File: config.mk
export PLATFORM = sky130hd
export DESIGN_NAME = ram_port_arbiter
export DESIGN_NICKNAME = d
export VERILOG_FILES = /design/src/rtl/ram_port_arbiter.sv
export SDC_FILE = /design/constraint.sdc
export NUM_CORES = 1
export LEC_CHECK = 0
export ABC_AREA = 1
export CORE_AREA = 2 2 114 116
export DETAILED_ROUTE_END_ITERATION = 10
export DIE_AREA = 0 0 116 118
export GPL_TIMING_DRIVEN = 1
export PLACE_DENSITY_LB_ADDON = 0.12
export SYNTH_ARGS = -nofsm -noshare
export SYNTH_HDL_FRONTEND = slang
export SYNTH_SLANG_ARGS = --single-unit
File: constraint.sdc
create_clock -name clock -period 2.9 [get_ports clock]
set_input_delay 0.435 -clock clock [delete_from_list [all_inputs] [get_ports clock]]
set_output_delay 0.435 -clock clock [all_outputs]
set_load 0.01 [all_outputs]
File: src/rtl/ram_port_arbiter.sv
// Round-robin arbiter sharing one sync-read RAM port among N_REQ requesters; grant and RAM drive
// are combinational, read data returns one cycle after grant; responses are never stalled.
module ram_port_arbiter #(
  parameter int N_REQ      = 4,
  parameter int DATA_WIDTH = 32,
  parameter int ADDR_WIDTH = 10,
  parameter int MAX_BURST  = 4
) (
  input  logic                        clock,
  input  logic                        rst,
  input  logic [N_REQ-1:0]            req_valid,
  input  logic [N_REQ-1:0]            req_wren,
  input  logic [N_REQ*ADDR_WIDTH-1:0] req_addr,
  input  logic [N_REQ*DATA_WIDTH-1:0] req_wdata,
  output logic [N_REQ-1:0]            req_gnt,
  output logic [N_REQ-1:0]            rsp_valid,
  output logic [DATA_WIDTH-1:0]       rsp_data,
  output logic [ADDR_WIDTH-1:0]       ram_address,
  output logic [DATA_WIDTH-1:0]       ram_data,
  output logic                        ram_wren,
  input  logic [DATA_WIDTH-1:0]       ram_q
);
  localparam int               IDX_W = (N_REQ > 1) ? $clog2(N_REQ) : 1;
  localparam logic [3:0]       MAX_B = 4'(MAX_BURST);
  localparam logic [IDX_W-1:0] LAST  = IDX_W'(N_REQ - 1);

  logic [IDX_W-1:0] owner_q, owner_d;
  logic [3:0]       burst_cnt_q, burst_cnt_d;
  logic             rd_pend_q, rd_pend_d;
  logic [IDX_W-1:0] rd_idx_q, rd_idx_d;

  logic [IDX_W-1:0] gnt_idx;
  logic [IDX_W-1:0] cand;
  logic             any_vld;
  logic             others_vld;
  logic             keep;
  logic             found;

  // A zero burst count means the owner was not granted last cycle (reset or idle), so it only
  // retains the port by default when nobody else wants it; otherwise the scan starts past it.
  always_comb begin
    any_vld    = |req_valid;
    others_vld = |(req_valid & ~(N_REQ'(1) << owner_q));
    keep       = req_valid[owner_q] &&
                 (((burst_cnt_q != 4'd0) && (burst_cnt_q < MAX_B)) || !others_vld);
    gnt_idx    = '0;
    cand       = '0;
    found      = 1'b0;
    if (keep) begin
      gnt_idx = owner_q;
      found   = 1'b1;
    end else begin
      for (int k = 1; k <= N_REQ; k++) begin
        cand = IDX_W'((int'(owner_q) + k) % N_REQ);
        if (!found && req_valid[cand]) begin
          found   = 1'b1;
          gnt_idx = cand;
        end
      end
    end
  end

  always_comb begin
    req_gnt     = '0;
    ram_wren    = 1'b0;
    ram_address = req_addr[ADDR_WIDTH-1:0];
    ram_data    = req_wdata[DATA_WIDTH-1:0];
    for (int i = 0; i < N_REQ; i++) begin
      if (gnt_idx == IDX_W'(i)) begin
        ram_address = req_addr[i*ADDR_WIDTH +: ADDR_WIDTH];
        ram_data    = req_wdata[i*DATA_WIDTH +: DATA_WIDTH];
      end
    end
    if (any_vld && !rst) begin
      req_gnt[gnt_idx] = 1'b1;
      ram_wren         = req_wren[gnt_idx];
    end
  end

  always_comb begin
    owner_d     = owner_q;
    burst_cnt_d = 4'd0;
    rd_pend_d   = 1'b0;
    rd_idx_d    = rd_idx_q;
    if (any_vld) begin
      if (gnt_idx == owner_q) begin
        burst_cnt_d = (burst_cnt_q < MAX_B) ? burst_cnt_q + 4'd1 : MAX_B;
      end else begin
        owner_d     = gnt_idx;
        burst_cnt_d = 4'd1;
      end
      if (!req_wren[gnt_idx]) begin
        rd_pend_d = 1'b1;
        rd_idx_d  = gnt_idx;
      end
    end
  end

  always_ff @(posedge clock or posedge rst) begin
    if (rst) begin
      owner_q     <= LAST;
      burst_cnt_q <= 4'd0;
      rd_pend_q   <= 1'b0;
      rd_idx_q    <= '0;
    end else begin
      owner_q     <= owner_d;
      burst_cnt_q <= burst_cnt_d;
      rd_pend_q   <= rd_pend_d;
      rd_idx_q    <= rd_idx_d;
    end
  end

  // Response valid is a pure decode of the read-tag flops, so it is glitch-free and cleared by reset.
  assign rsp_valid = rd_pend_q ? (N_REQ'(1) << rd_idx_q) : '0;
  assign rsp_data  = rd_pend_q ? ram_q : '0;

endmodule
==> metrics.txt, run 1 <==
total gr overflow 0; DR WL/cell 15.68 um; commonest non-fill, non-tap cell in the layout clkdlybuf4s50_1; Initial Util 22.35%; Post-Syn Nets between 800 and 900; IO Port Bufs 292; Clock Pin Slew Worst Setup and Hold Paths roughly 40 ps; CP startpoint kind register; critical path class reg -> out; Yosys reg bits 9; hold slack roughly 530 ps; core area between 10000 and 15000 um2; TNS Setup -12890 ps; Std-Cell Rows 41; RSZ-0062 raised after global routing true; Post-route DRC 0; CTS tree yes; clock skew 0.6072 ps; Cell variety after synth 28; Worst-Skew Late Latency 230 ps; CP max FO 6; initial antenna violation count 0; synth-to-layout area growth 160.0%; global-route wire length before repair 25190 um; Pins Over Slew Limit 0; nets 1147; placer congestion estimate 0.8818; Die Wd about 120 um; Tot GR Track Use 23.10%; period utilization 111.4%; top-level I/O count 293; max cap viols 0; drt total wl 17280 um; ant diodes 0; Num CTS Buffers 3; Multi-input gate area 2499 um2; failing checks setup timing; largest net degree at the start of global routing 33; Synth Warn # 0; syn avg cell area 4.744 um2; element type at the critical path end primary output; status finished, violations left; placed insts 1052; H-tree depth 1; clock net sink count 9; deepest clock path buffer count 2; Min Clock Period, post-route 3232 ps; share of layout cells above drive strength 1 26.24%; DR iter-0 viols 293; Via Count 5045; Worst Path Arrival approximately 2800 ps; clk root buf clkbuf_16; post-DP HPWL approximately 12000 um; vias in the first global route 5047; most frequent cells in the layout clkdlybuf4s50_1, nand2_1, nand3_1; CP Data Required Time 2470 ps; Non-Filler Instances 1102; Filler cells 1188; setup violators final 46; Fmax achieved 309.5 MHz; mean number of vias per cell about 4.6; sequential share of the synthesized area 8.206%; final hold violation count 0; Die H approximately 120 um; Reg area 227.7 um2; type of the tightest min-delay check in -> async; Routed Antenna Nets 0; Mapped Cells around 590; Pre-antenna DRT Iters 5; Syn Std Cell Area between 2000 and 3000 um2; final worst slack -331.5 ps; full die area 13690 um2
[worst max-delay path, cell delays in order, from the launching register on]
cell and delay (ps):
dfstp_2 550, inv_4 60, ha_4 250, buf_6 120, nand2_4 60, nand2_4 60, inv_2 60, nand3_2 70
nand2_2 100, nand2_4 90, o21ai_4 190, clkinv_4 110, nor2_4 150, buf_6 130, buf_12 140, buf_12 140
nor2_4 40, nand2_2 60, nand2_2 70, buf_6 120
[synth_stat cells (all sizes together)]
cell,count,area [um2]
dfrtp,7,175.2
inv,59,224.0
nor2,97,374.1
nand3,99,510.5
conb,1,3.750
ha,6,75.07
nand4,2,12.51
o22ai,1,6.260
o31ai,1,7.510
dfstp,2,52.55
a21oi,1,5.000
o21bai,1,7.510
nand2,258,998.4
clkbuf,5,18.77
a31oi,1,6.260
o21ai,6,41.29
buf,32,226.5
nor3,6,30.03
[metrics by stage]
| stage | util, % | cell area [um2] | setup slack (ps) |
|---|---|---|---|
| after floorplan | - | 2775 | 0.9797 |
| after global placement | 48.78 | 6056 | -585.0 |
| after detailed placement | 48.78 | 6056 | -565.4 |
| after CTS | 55.69 | 6914 | -295.6 |
| after global routing | 58.12 | 7216 | -452.7 |
| final | 58.12 | 7216 | -331.5 |
[sequential cells by signal, indices dropped and copies added (netlist names)]
register     cells
rd_idx_q         2
rd_pend_q        1
owner_q          2
burst_cnt_q      4
[what timing repair did]
action	CTS	global route
gates resized for setup	266	95
endpoints found under the setup margin	47	47
pin swaps	40	60
hold buffers	0	0
buffers inserted	26	7
cloned	17	4
[cells by family after synthesis]
logic type | after synthesis | share of synthesized area (%)
AND/OR/NAND/NOR | 462 | 69.39
buffers and inverters | 96 | 16.91
AO/OA/AOI/OAI | 11 | 2.660
flip-flops | 9 | 8.206
adder cells (fa/ha/maj) | 6 | 2.705
other | 1 | 0.1351
[metal layers]
metal	wire length [um]	share of wire, %	vias up	track usage [%]
met1	6188	36	2298	24.43
met2	9324	54	233	46.24
li1	-	-	2488	-
met5	0	0	-	0
met4	325	1.9	0	4.315
met3	1442	8.3	26	4.325
[final timing paths]
| path | from | to | slack, ps | cells past startpoint |
|---|---|---|---|---|
| min in group clock | rd_idx_q[0]$_DFFE_PP0P_ | rd_idx_q[0]$_DFFE_PP0P_ | 530 | 2 |
| max in group asynchronous | rst | owner_q[0]$_DFFE_PP1P_ | 2160 | 3 |
| setup / recovery | owner_q[0]$_DFFE_PP1P_ | ram_data[31] | -330 | 19 |
| setup reg to reg | owner_q[0]$_DFFE_PP1P_ | rd_idx_q[1]$_DFFE_PP0P_ | 210 | 22 |
| hold / removal | rst | rd_pend_q$_DFF_PP0_ | 530 | 3 |
| hold reg to reg | rd_idx_q[0]$_DFFE_PP0P_ | rd_idx_q[0]$_DFFE_PP0P_ | 530 | 2 |
[layout make-up]
class	instances	area share (%)
well taps	172	2.982
flip-flops and latches	9	3.156
multi-input cells	480	34.63
repair buffers	378	54.86
clock buffers	4	1.092
inverters	59	3.277
Power of run 1 is left out: the tool's default activity adds up to more than one toggle a clock period on the data nets, which glitch-free logic cannot reach.
==> run 2: changes to the inputs <==
--- a/config.mk
+++ b/config.mk
@@ -6,6 +6,7 @@
 export NUM_CORES = 1
 export LEC_CHECK = 0
 export ABC_AREA = 1
+export CAP_MARGIN = 10
 export CORE_AREA = 2 2 114 116
 export DETAILED_ROUTE_END_ITERATION = 10
 export DIE_AREA = 0 0 116 118
==> results of run 2 <==
The final DEF is identical to that of run 1; final timing and power are the same.
Power of run 2 is left out for the same reason.
==> run 3: changes to the inputs <==
--- a/config.mk
+++ b/config.mk
@@ -12,6 +12,7 @@
 export DIE_AREA = 0 0 116 118
 export GPL_TIMING_DRIVEN = 1
 export PLACE_DENSITY_LB_ADDON = 0.12
+export SETUP_SLACK_MARGIN = 0.3
 export SYNTH_ARGS = -nofsm -noshare
 export SYNTH_HDL_FRONTEND = slang
 export SYNTH_SLANG_ARGS = --single-unit
==> run 3 against run 2 <==
  * The run still ends with setup timing left
  * Core utilization shrank 2.4 points
  * Routed wire length shrank 5.7%
  * Die area is the same
  * Worst setup slack lost 30 ps
  * Fmax shrank 0.92%
  * Clock skew grew 2.9 ps
  * Non-clock buffer count shrank 15
  * Highest routed layer unchanged
==> metrics.txt, run 3 (synthesis results as in run 1) <==
status finished, violations left; failing checks setup timing; Post-CTS Hold Fix Bufs 0; Worst-Skew Late Latency approximately 240 ps; initial antenna violation count 0; clock skew ~3.5 ps; global-route wire length before repair around 24000 um; Fmax achieved 306.6 MHz; R2R Path Start owner_q[0]$_DFFE_PP1P_; Die H 118 um; largest net degree at the start of global routing 32; CP Data Required Time 2470 ps; Clock Pin Slew Worst Setup and Hold Paths 40 ps; total gr overflow 0; Initial Util between 20 and 25%; setup violators final 46; mean number of vias per cell around 4.5; DR WL/cell 14.98 um; placer congestion estimate 0.9262; CTS tree yes; CP startpoint kind input port; CP max FO 7; DR iter-0 viols between 200 and 300; Via Count about 4900; drt total wl 16290 um; IO Port Bufs 292; Pins Over Slew Limit 0; Critical R2R Capture rd_idx_q[1]$_DFFE_PP0P_; Num CTS Buffers 3; full die area 13690 um2; Worst Setup SP req_valid[2]; max cap viols 0; final worst slack -361.6 ps; post-DP HPWL around 12000 um; most frequent cells in the layout clkdlybuf4s50_1, nand2_1, nand3_1; H-tree depth 1; synth-to-layout area growth 149.1%; Crit-path slowest cell clkdlybuf4s50_1; Largest Register burst_cnt_q; Die Wd 116 um; number of flip-flops in the largest register 4; Min Clock Period, post-route 3262 ps; Setup WS pre-CTS -599.5 ps; type of the tightest min-delay check in -> async; deepest clock path buffer count 2; nets 1132; clock net sink count 9; DP Area slightly above 6000 um2; top flop regs burst_cnt_q (4), owner_q (2), rd_idx_q (2); Tot GR Track Use 21.85%; RSZ-0062 raised after global routing true; period utilization 112.5%; Worst Path Arrival 2830 ps; element type at the critical path end primary output; ant diodes 0; core area approximately 12000 um2; fin area about 6900 um2; commonest non-fill, non-tap cell in the layout clkdlybuf4s50_1; top-level I/O count 293; Routed Antenna Nets 0; share of layout cells above drive strength 1 22.73%; Top cell by count, worst path nand2_2; vias in the first global route 4642; crit path cell chain clkdlybuf4s50_1, inv_1, o22ai_1, nor2_1, nor2_1, nand2_2, nand2_4, nand2_2, o21ai_4, clkinv_4, nor2_4, buf_12, buf_12, buf_16, buf_6, nand2_4, nand2_2, buf_6; clk root buf clkbuf_16; worst-margin pin slew 561.3 ps; Reg2Reg Setup Slack 420 ps; headroom to the max-slew limit 62.58%; Pre-antenna DRT Iters 4; critical path class in -> out; Std-Cell Rows 41; Reg2Reg Depth 18; Post-route DRC 0; final hold violation count 0; peak per-stage delay on the critical path 540 ps
-- run 3: area by class of cell --
type / count / area (um2)
Timing Repair Buffer: 363 / 3821
Multi-Input combinational cell: 480 / 2335
Inverter: 59 / 236.5
Fill cell: 1243 / 5500
Tap cell: 172 / 215.2
Clock buffer: 4 / 78.83
Sequential cell: 9 / 227.7
-- run 3: worst max path at each step --
| stage | to |
|---|---|
| after floorplan | ram_data[0] |
| after CTS | ram_address[7] |
| after global routing | ram_data[16] |
| after global placement | ram_address[7] |
| final | ram_address[6] |
| after detailed placement | ram_data[3] |
-- run 3: what timing repair did --
item                                    4_1_cts  5_1_grt
setup buffers                                17        5
resized for setup                           262       32
endpoints found under the setup margin       49       50
cloned                                        8        4
pin swaps                                    22        5
-- run 3: layer usage --
| metal | routed length, um | up-vias | GRT usage [%] |
|---|---|---|---|
| li1 | - | 2457 | - |
| met1 | 5932 | 2141 | 23.65 |
| met2 | 8436 | 221 | 41.56 |
| met3 | 1324 | 35 | 3.708 |
| met4 | 595 | 0 | 7.813 |
| met5 | 0 | - | 0 |
-- run 3: worst max-delay path, delay by kind of cell --
kind / cells / cell delay (ps)
buf+inv: 8 / 1340
simple gates: 8 / 760
compound gates: 2 / 280
-- run 3: metrics by stage --
step / hold slack, ps / utilization [%] / instances / TNS (ps)
final: 506.3 / 55.69 / 1087 / -12620
after global routing: 534.7 / 55.69 / 1087 / -18790
after CTS: 516.5 / 53.89 / 1078 / -9692
after detailed placement: 522.4 / 49.20 / 1049 / -25180
after global placement: 514.9 / 49.20 / 1049 / -22280
after floorplan: 269.7 / - / 585 / 0
Power of run 3 is left out for the same reason.
